**src/rtl/pad_alsaqr_ctrl.sv**
```systemverilog
// Pad controller: applies pad configuration with direction-turnaround sequencing and debounces pad readback.
// Latency: config 1 cycle; pad_i_o 1 cycle; in_data_o 2 sync cycles + max(1,deb) debounce cycles.
// Backpressure: cfg_ready_o low for TURN_CYC cycles after a direction change; cfg_valid_i ignored meanwhile.
//
// Ports:
//   clk_i, rst_ni                 clock, asynchronous active-low reset
//   cfg_valid_i / cfg_ready_o     configuration handshake
//   cfg_dir_i                     1 = output mode
//   cfg_puen_i                    1 = pull-up, 0 = pull-down
//   cfg_drv_i, cfg_slw_i,
//   cfg_smt_i, cfg_deb_i          drive strength, slew, Schmitt enable, debounce threshold
//   out_data_i                    core data to drive onto the pad
//   in_data_o, in_edge_o          debounced pad input and one-cycle change pulse
//   busy_o                        high while a turnaround is in progress
//   pad_i_o, pad_oen_o,
//   pad_puen_o, pad_drv_o,
//   pad_slw_o, pad_smt_o          pad-side controls (pad_oen_o = 1 tristates the driver)
//   pad_o_i                       pad Y (asynchronous to clk_i)

module pad_alsaqr_ctrl #(
   parameter int unsigned TURN_CYC = 2,
   parameter int unsigned DEB_W    = 4
) (
   input  logic             clk_i,
   input  logic             rst_ni,
   input  logic             cfg_valid_i,
   output logic             cfg_ready_o,
   input  logic             cfg_dir_i,
   input  logic             cfg_puen_i,
   input  logic [1:0]       cfg_drv_i,
   input  logic             cfg_slw_i,
   input  logic             cfg_smt_i,
   input  logic [DEB_W-1:0] cfg_deb_i,
   input  logic             out_data_i,
   output logic             in_data_o,
   output logic             in_edge_o,
   output logic             busy_o,
   output logic             pad_i_o,
   output logic             pad_oen_o,
   output logic             pad_puen_o,
   output logic [1:0]       pad_drv_o,
   output logic             pad_slw_o,
   output logic             pad_smt_o,
   input  logic             pad_o_i
);

   typedef enum logic {
      IDLE = 1'b0,
      TURN = 1'b1
   } state_t;

   localparam logic [3:0]       TURN_LOAD = 4'(TURN_CYC - 1);
   localparam logic [DEB_W-1:0] DEB_ONE   = DEB_W'(1);

   state_t           state;
   logic             dir;        // current direction, 1 = output
   logic [3:0]       turn_cnt;
   logic [DEB_W-1:0] deb_thr;
   logic             accept;
   logic             turn_done;

   logic             sync_q1;
   logic             sync_q2;
   logic [DEB_W-1:0] deb_cnt;
   logic [DEB_W-1:0] thr_eff;
   logic             deb_hit;

   assign accept    = cfg_valid_i & cfg_ready_o;
   assign turn_done = (state == TURN) && (turn_cnt == 4'd0);

   // Control FSM with registered outputs. The driver enable only changes
   // at the ends of a turnaround: it is released immediately when leaving
   // output mode and asserted only after the full turnaround when entering it.
   always_ff @(posedge clk_i or negedge rst_ni) begin
      if (!rst_ni) begin
         state       <= IDLE;
         dir         <= 1'b0;
         turn_cnt    <= 4'd0;
         deb_thr     <= '0;
         cfg_ready_o <= 1'b1;
         busy_o      <= 1'b0;
         pad_oen_o   <= 1'b1;
         pad_puen_o  <= 1'b0;
         pad_drv_o   <= 2'b00;
         pad_slw_o   <= 1'b0;
         pad_smt_o   <= 1'b0;
      end else begin
         case (state)
            IDLE: begin
               if (accept) begin
                  pad_puen_o <= cfg_puen_i;
                  pad_drv_o  <= cfg_drv_i;
                  pad_slw_o  <= cfg_slw_i;
                  pad_smt_o  <= cfg_smt_i;
                  deb_thr    <= cfg_deb_i;
                  dir        <= cfg_dir_i;
                  if (cfg_dir_i != dir) begin
                     state       <= TURN;
                     turn_cnt    <= TURN_LOAD;
                     cfg_ready_o <= 1'b0;
                     busy_o      <= 1'b1;
                     pad_oen_o   <= 1'b1;
                  end
               end
            end
            TURN: begin
               if (turn_cnt == 4'd0) begin
                  state       <= IDLE;
                  cfg_ready_o <= 1'b1;
                  busy_o      <= 1'b0;
                  pad_oen_o   <= ~dir;
               end else begin
                  turn_cnt <= turn_cnt - 4'd1;
               end
            end
            default: begin
               state       <= IDLE;
               cfg_ready_o <= 1'b1;
               busy_o      <= 1'b0;
            end
         endcase
      end
   end

   // A threshold arriving on this edge already governs this edge's decision;
   // the running mismatch count is kept, so lowering the threshold can fire
   // immediately. A threshold of 0 behaves as 1.
   assign thr_eff = accept ? cfg_deb_i : deb_thr;
   assign deb_hit = (thr_eff == '0) || (deb_cnt >= (thr_eff - DEB_ONE));

   // Data path, input synchronizer and debouncer. The debouncer is frozen
   // during a turnaround because the pad is floating or fighting then, and
   // restarts from a clean count once the turnaround completes.
   always_ff @(posedge clk_i or negedge rst_ni) begin
      if (!rst_ni) begin
         pad_i_o   <= 1'b0;
         sync_q1   <= 1'b0;
         sync_q2   <= 1'b0;
         deb_cnt   <= '0;
         in_data_o <= 1'b0;
         in_edge_o <= 1'b0;
      end else begin
         pad_i_o   <= out_data_i;
         sync_q1   <= pad_o_i;
         sync_q2   <= sync_q1;
         in_edge_o <= 1'b0;
         if (state == TURN) begin
            if (turn_done) begin
               deb_cnt <= '0;
            end
         end else if (sync_q2 != in_data_o) begin
            if (deb_hit) begin
               in_data_o <= sync_q2;
               in_edge_o <= 1'b1;
               deb_cnt   <= '0;
            end else if (deb_cnt != '1) begin
               deb_cnt <= deb_cnt + DEB_ONE;
            end
         end else begin
            deb_cnt <= '0;
         end
      end
   end

endmodule

```
**config.mk**
```make
export PLATFORM = sky130hd
export DESIGN_NAME = pad_alsaqr_ctrl
export DESIGN_NICKNAME = d
export VERILOG_FILES = /design/src/rtl/pad_alsaqr_ctrl.sv
export SDC_FILE = /design/constraint.sdc
export NUM_CORES = 1
export LEC_CHECK = 0
export CAP_MARGIN = 20
export CORE_MARGIN = 3
export CORE_UTILIZATION = 53
export CTS_BUF_LIST = sky130_fd_sc_hd__clkbuf_2
export CTS_CLUSTER_DIAMETER = 120
export DETAILED_ROUTE_END_ITERATION = 12
export GPL_ROUTABILITY_DRIVEN = 0
export PLACE_DENSITY = 0.85
export SYNTH_ARGS = -nofsm -noshare
export SYNTH_HDL_FRONTEND = slang
export SYNTH_SLANG_ARGS = --single-unit
```
**constraint.sdc**
```tcl
create_clock -name clk_i -period 5.85 [get_ports clk_i]
set_clock_uncertainty 0.15 [all_clocks]
set_input_delay 0.8775 -clock clk_i [delete_from_list [all_inputs] [get_ports clk_i]]
set_output_delay 0.8775 -clock clk_i [all_outputs]
set_load 0.02 [all_outputs]
```
Yosys cells after proc, flatten, opt, wreduce, memory -nomap -nowiden
Index checks and enable logic that the tools add are counted.

cells by class
  equality and inequality tests = 9
  mux-type cells = 27
  shifts and indexed selects = 0
  add/sub/neg operators = 3
  multipliers = 0
  reduce and logical (&&, ||, !) cells = 9
  order comparisons = 1
  bitwise gates (word level) = 3
  div/mod/pow operators = 0

operator list
  operator             number
  $mux 4               9
  $mux 1               13
  $reduce_and 3->1     3
  $logic_not 4->1      2
  $pmux 1 s2           4
  $pmux 4 s2           1
  $sub 4x1->4 const B  2
  $ne 2x2->1 const B   3
  $add 4x1->4 const B  1
  $ge 4x4->1           1
  $ne 2x1->1 const B   2
  $ne 4x3->1 const B   1
  $ne 4x4->1 const B   1
  $reduce_and 2->1     2
  $ne 1x1->1           2
  $not 1->1            2
  $and 1x1->1          1
  $logic_and 1x1->1    1
  $logic_or 1x1->1     1

word-level totals
  memories = 0
  bits of input ports = 15
  register bits after elaboration = 27
  word-level logic and storage cells = 69
  bits in read-only memories = 0
  latch bits = 0
  memory bits (writable) = 0
  output and inout bits = 11

Longest topological paths before layout
Gate-level depths: netlist (run 1).

  depth after elaboration = 8
  depth in mapped cells = 10
  gate-level depth less buffers = 10

Worst setup path before layout (run 1)
OpenSTA, ideal clock, no wires.

  path kind = input-to-reg
  start point = input cfg_valid_i
  end point = register deb_cnt[0]
  stages on the path = 10
  arrival = 2.690 ns
  path slack = 2.930 ns
  path through = nand2_4 -> mux2i_1 -> ha_1 -> xor2_1 -> ha_1 -> o211ai_1 -> o21ai_0 -> a311oi_2 -> a41oi_2 -> mux2i_1

on the way
  cells in the longest elaborated chain, start to end = 8
  elaborated cells between the ends (all ways) = 11

ends and longest elaborated chain
  element               line  text
  from (decl)           26    input logic cfg_valid_i,
  $and 1x1->1 (*)       68    assign accept = cfg_valid_i & cfg_ready_o;
  $mux 4 (*)            --
  $sub 4x1->4           129   assign deb_hit = (thr_eff == '0) || (deb_cnt >= (thr_eff - DEB_ONE));
  $ge 4x4->1            129
  $logic_or 1x1->1 (*)  129
  $mux 4                152   if (deb_hit) begin
  $mux 4                151   end else if (sync_q2 != in_data_o) begin
  $mux 4                147   if (state == TURN) begin
  to (signal assigned)  157   deb_cnt <= deb_cnt + DEB_ONE;
  to (decl)             64    logic [DEB_W-1:0] deb_cnt;

Every way passes the cells marked *; elsewhere a longest branch is shown, timed or not.
A chain may end at the register's enable or synchronous reset.

Worst setup path in the final report (run 1)
  start point = input cfg_valid_i
  end point = register deb_cnt[2]

The elaborated chain is that of the path after synthesis.

==> out/qor.txt, run 1 <==
Status: complete, no violations
P_leak: 0.7079 nW
Top_reg_cell synth: dfrtp_1
Fill cells: 171
Max H-tree Level: 1
I/O pin total: 26
Peak supply drop: 0.3314 mV
# hold bufs at CTS: 0
Critical path class: in2reg
Worst-path clk slew: 240 ps
Core Area: 2255 um2
Final slew viol count: 0
Worst Reg-to-Reg Cells: 10
Final setup violation count: 0
Layout cells sized above 1: 17.65%
Core occupancy in the finished layout: 70.98%
XOR/XNOR share of the synthesized area: 4.066%
Fmax: 300.0 MHz
Min-Delay Endpoint: sync_q2
Buffer and inverter count on the worst path: 1
Die height: 55.38 um
Largest family of logic cells by synthesized area: multiplexers
Beginning of the worst hold path: sync_q1
Reg-to-reg endpoint: deb_cnt[2]
Clock buffer depth: 2
CTS Buf Count: 3
Initial Util: 57.33%
Antenna diodes: 0
Max-slew headroom: 66.55%
Synth cell types: 30
Max-cap check violation count: 0
Drt wl/cell: 14.78 um
Detailed Place HPWL: 1.886 mm
Syn Area/Cell: 12.08 um2
Clock Latency Late Sink: 350 ps
Total gr overflow: 0
Synthesized Nets: 130
Crit-path leading delay family: compound AO/OA/AOI/OAI gates
Syn. warnings: 0
Slew @ Worst Pin: 499.9 ps
Number of flops mapped to enable cells by yosys: 0
CP Data Required Time: 6000 ps
Tmin final: 3334 ps
Total power: 0.8241 mW
Drt first pass iters: 4
Routed Antenna Nets: 0
Tcrit/Tclk final: 56.98%
Syn-to-layout area delta: 23.81%
Mux share of post-synthesis cell area: 14.04%
Die Footprint: 3067 um2
Setup Buffers After CTS: 0
Crit path DAT: 3480 ps
Die Wd: 55.38 um
Total length of routed met3 wires: 126 um
TritonCTS clock tree: done
Final routed DRC violation total: 0
Rows: 17
Via-to-Cell Ratio: 5.567
CP Launch Type: primary input
Post-Synthesis Cell Area: 1292 um2
Power Dens Cells: 514.9 nW/um2
Adder-Cell Fraction of Synth Area: 7.744%
Simple-Gate Fraction of Synth Area: 9.777%
Worst Hold Class: reg2reg
Unrepaired setup endpoints after global routing: false
Setup TNS: 0 ps
Top routing layer used: met4
Gr usage total: 16.68%
TritonCTS Sinks: 27
WL final: 2.424 mm
Global-route wire length before repair: 4.077 mm
Register bit count reported by yosys: 27
Vias post-DR: 913
Largest net degree at the start of global routing: 28
Hold Path Depth: 0
Worst r2r src: cfg_ready_o
Met2 Wirelength: 1.286 mm
Final Hold Vio Count: 0
Seq/Total Area, Yosys: 52.47%
DRT met1 WL: 973 um
CP Capture Type: flop
Hold Worst Slack: 232.8 ps
Initial DRC count: 20
Crit-path slowest cell: clkdlybuf4s50_1
R2R Setup Slk: 2980 ps
Initial antenna violation count: 0
CTS resizes: 0
Complex-gate fraction of the synthesized area: 9.487%
Clock Tree Root: clkbuf_2
Critical-path cell list: clkdlybuf4s50_1, nand2_4, mux2i_1, ha_1, xor2_1, ha_1, o211ai_1, o21ai_0, a311oi_2, o21ai_0, a21oi_1
Vias in the first global route: 968
Worst Path Max Fanout: 5
I/O Buffers: 25
Crit path largest cell delay: 460 ps
# nets final: 160
Async SR Flop Fraction: 100.0%
Post-Syn Instances: 107
[cell usage after synthesis, types with 3 or more instances]
master   number  area (um2)
a21oi_1       6       30.03
dfrtp_1      25       625.6
ha_1          8       100.1
inv_1         7       26.28
mux2_2       11       123.9
mux2i_1       3       30.03
nand2_1       3       11.26
nand3_1       4       20.02
nor2_1        7       26.28
o21ai_0       5       25.02
xnor2_1       3       26.28
xor2_1        3       26.28
[worst reg2reg max path: cells and delay by family (launching register included)]
kind                       cells  cell delay (ps)
adders and majority gates      2              520
muxes                          1              250
AOI/OAI and AO/OA              5             1010
DFF                            1              620
xor gates and xnor gates       1              180
and+or+nand+nor                1               90
[sequential cells by signal, summed over array words and instances, names as in the netlist]
register and flops:
pad_puen_o 1, deb_thr 4, busy_o 1, in_data_o 1
turn_cnt 4, pad_i_o 1, pad_slw_o 1, pad_oen_o 1
state 1, sync_q1 1, in_edge_o 1, deb_cnt 4
pad_drv_o 2, pad_smt_o 1, sync_q2 1, dir 1
cfg_ready_o 1
[kinds of logic (layout without fill, tap and decap cells)]
logic type	after synthesis	count (layout)
AND/OR/NAND/NOR	24	24
buffers and inverters	8	37
multiplexers	16	16
XOR/XNOR	6	6
AO/OA/AOI/OAI	18	18
flip-flops	27	27
adder cells (fa/ha/maj)	8	8
[cell usage in the layout, fill, tap and decap left out, types with 3 or more instances in the layout]
cell type / count
nor2_1: 7
mux2_2: 11
xor2_1: 3
xnor2_1: 3
mux2i_1: 3
inv_1: 7
dfrtp_1: 25
nand2_1: 3
nand3_1: 4
clkdlybuf4s50_1: 25
o21ai_0: 5
ha_1: 8
clkbuf_2: 4
a21oi_1: 6
[metal layers]
metal  up-vias  GRT usage, %
met2        27         30.74
met4         0         6.944
met5         -             0
met3         4         3.972
met1       446         17.98
li1        436             -
[stage by stage]
step                      setup slack [ps]  instance area (um2)  instances
after floorplan                       2930                 1292        107
after global placement                2336                 1580        160
after detailed placement              2143                 1580        160
after CTS                             2540                 1600        164
after global routing                  2341                 1600        164
final                                 2516                 1600        164
[layout make-up]
type,instances,area (um2),share of cell area [%]
inverter,7,26.28,1.642
clock buffer,4,20.02,1.251
sequential,27,678.2,42.38
tap,28,35.03,2.189
timing repair buffer,26,257.7,16.11
multi-input combinational,72,583.1,36.43
[worst max-delay path by stage]
stage / from / to / slack (ps) / cells after the start
5_1_grt: cfg_valid_i / deb_cnt[0] / 2340 / 11
3_5_place_dp: cfg_valid_i / deb_cnt[1] / 2140 / 11
6_report: cfg_valid_i / deb_cnt[2] / 2520 / 11
2_1_floorplan: cfg_valid_i / deb_cnt[0] / 2930 / 10
4_1_cts: cfg_valid_i / deb_cnt[1] / 2540 / 11
3_3_place_gp: cfg_valid_i / deb_cnt[0] / 2340 / 11
[power by group]
part / internal (mW) / total [mW] / switching [mW]
sequential: 0.268 / 0.324 / 0.0562
clock: 0.0180 / 0.0715 / 0.0534
combinational: 0.210 / 0.429 / 0.218
total: 0.496 / 0.824 / 0.328
No activity file was read; power rests on OpenSTA's default activity.
==> run 2, diff against run 1 <==
- CORE_UTILIZATION: 53 -> 52
- PLACE_DENSITY: 0.85 -> 0.84
- clock period: 5.85 -> 3.25 ns (I/O delays scaled with it)
==> out/qor.txt, run 2 (same netlist as run 1, synthesis figures left out) <==
Critical path class: in2reg
I/O pin total: 26 (unchanged)
Final Hold Vio Count: 0 (unchanged)
Sequential cell area: 678.2 um2 (unchanged)
Instance area at placement: 1588 um2 (+0.47%)
Clock buffer depth: 2 (unchanged)
Crit-path slowest cell: clkdlybuf4s50_1
Peak supply drop: 0.6295 mV (+90%)
Final setup violation count: 0 (unchanged)
Antenna diodes: 0 (unchanged)
Slew @ Worst Pin: 429.9 ps (-70.04 ps)
Place WS: -44.66 ps (-2188 ps)
Regs by FF count: deb_cnt (4), deb_thr (4), turn_cnt (4)
Crit path launch: cfg_valid_i
I/O Buffers: 25 (unchanged)
Fill cells: 165 (-3.5%)
Layout cells sized above 1: 18.25% (+0.60 points)
Vias in the first global route: 976 (+0.83%)
Rows: 17 (unchanged)
Global-route wire length before repair: 4.071 mm (-0.15%)
Sw frac: 39.42% (-0.35 points)
Tcrit/Tclk final: 90.75%
Worst Path Max Fanout: 5 (unchanged)
Final routed DRC violation total: 0 (unchanged)
Drt wl/cell: 13.47 um (-8.8%)
Buffer and inverter count on the worst path: 1 (unchanged)
CTS Buf Count: 3 (unchanged)
Clock share of power: 8.5% (-0.2 points)
Max H-tree Level: 1 (unchanged)
Critical-path cell list: clkdlybuf4s50_1, nand2_4, mux2i_1, ha_1, xor2_1, ha_1, o211ai_1, o21ai_0, a311oi_2, nand3_1, o22ai_1
Max-slew headroom: 71.28% (+4.7 points)
Via-to-Cell Ratio: 5.303 (-4.7%)
Die height: 55.86 um (+0.86%)
Critical path's most frequent cell: ha_1
CP Launch Type: primary input
Commonest non-fill, non-tap cells in the layout: dfrtp_1, clkdlybuf4s50_1, mux2_2, ha_1
Fmax: 339.0 MHz
Die Wd: 55.86 um (+0.86%)
Max-cap check violation count: 0 (unchanged)
Sequential share of power: 38.8% (-0.5 points)
CP Data Required Time: 3390 ps (-2610 ps)
Core occupancy in the finished layout: 70.75% (-0.22 points)
Pint: 0.9017 mW (+82%)
Status: complete, no violations
Detailed Place HPWL: 1.758 mm (-6.8%)
Setup Buffers After CTS: 0 (unchanged)
Fin worst setup slack: 300.5 ps (-2216 ps)
Placed cell count: 161 (+0.63%)
Vias post-DR: 875 (-4.2%)
Largest net degree at the start of global routing: 28 (unchanged)
Final slew viol count: 0 (unchanged)
Crit path DAT: 3090 ps (-390 ps)
Drt first pass iters: 4 (unchanged)
Beginning of the worst hold path: sync_q1
Gr usage total: 16.21% (-0.47 points)
WL final: 2.223 mm (-8.3%)
# nets final: 161 (+0.63%)
Layout Cells excl Fill: 165 (+0.61%)
Logic pwr share: 52.7% (+0.7 points)
Initial antenna violation count: 0 (unchanged)
Total gr overflow: 0 (unchanged)
Worst Hold Class: reg2reg
Core Area: 2276 um2 (+0.94%)
Clock Latency Late Sink: 350 ps (about the same)
TritonCTS clock tree: done
TritonCTS Sinks: 27 (unchanged)
Tmin final: 2949 ps
Initial DRC count: 6 (-70%)
# hold bufs at CTS: 0 (unchanged)
Setup TNS: 0 ps (unchanged)
Crit-path leading delay family: compound AO/OA/AOI/OAI gates
Initial Util: 56.79% (-0.54 points)
CP Capture Type: flop
Clock Tree Root: clkbuf_2
Net Sw Power: 0.5868 mW (+79%)
Routed Antenna Nets: 0 (unchanged)
Final Cell Area: 1610 um2 (+0.63%)
Syn-to-layout area delta: 24.59%
Crit path largest cell delay: 440 ps (-20 ps)
Area occupied by multi-input gates: 583.1 um2 (unchanged)
Worst-path clk slew: 260 ps (+20 ps)
P_leak: 0.7087 nW (+0.11%)
CTS resizes: 0 (unchanged)
Die Footprint: 3120 um2 (+1.7%)
Unrepaired setup endpoints after global routing: false
Power Dens Cells: 924.4 nW/um2 (+80%)
Worst r2r src: cfg_ready_o
## run 2: final timing paths
kind	to	slack, ps	depth (start not counted)
min in group asynchronous	deb_cnt[2]	310	2
hold / removal	sync_q2	240	0
setup / recovery	deb_cnt[1]	300	11
max in group asynchronous	pad_oen_o	2340	2
hold reg to reg	sync_q2	240	0
setup reg to reg	deb_cnt[1]	350	10
## run 2: area by class of cell
class | instances | share of cell area [%]
flip-flops and latches | 27 | 42.11
multi-input cells | 72 | 36.21
repair buffers | 27 | 16.47
well taps | 28 | 2.176
inverters | 7 | 1.632
clock buffers | 3 | 0.9324
clock inverters | 1 | 0.4662
## run 2: stage by stage
stage / hold slack (ps) / power (mW)
finish: 238.2 / 1.489
global route: 250.4 / 1.620
CTS: 240.2 / 1.506
detailed placement: 185.5 / 1.376
global placement: 183.3 / 1.323
floorplan: 41.91 / 1.099
## run 2: metal layers
metal	track usage, %	wire [um]	up-vias
met5	0	0	-
met4	7.458	46	0
met3	4.640	130	6
met2	29.39	1115	25
met1	17.21	931	410
li1	-	-	434
## run 2: worst reg2reg max path, cell delays in order (launching register included)
cell and delay (ps):
dfstp_2 620, nand2_4 80, mux2i_1 280, ha_1 280, xor2_1 160, ha_1 250
o211ai_1 110, o21ai_0 160, a311oi_2 400, nand3_1 170, o22ai_1 170
## run 2: power by group through the flow
stage / clock network (mW) / registers (mW) / logic [mW]
2_1_floorplan: 0 / 0.649 / 0.450
3_3_place_gp: 0 / 0.581 / 0.742
3_5_place_dp: 0 / 0.589 / 0.786
4_1_cts: 0.134 / 0.580 / 0.792
5_1_grt: 0.149 / 0.599 / 0.872
6_report: 0.126 / 0.578 / 0.785
==> run 3, diff against run 2 <==
- HOLD_SLACK_MARGIN: default -> 0.15
==> results of run 3 <==
No change in the layout: final DEF, timing and power equal those of run 2.
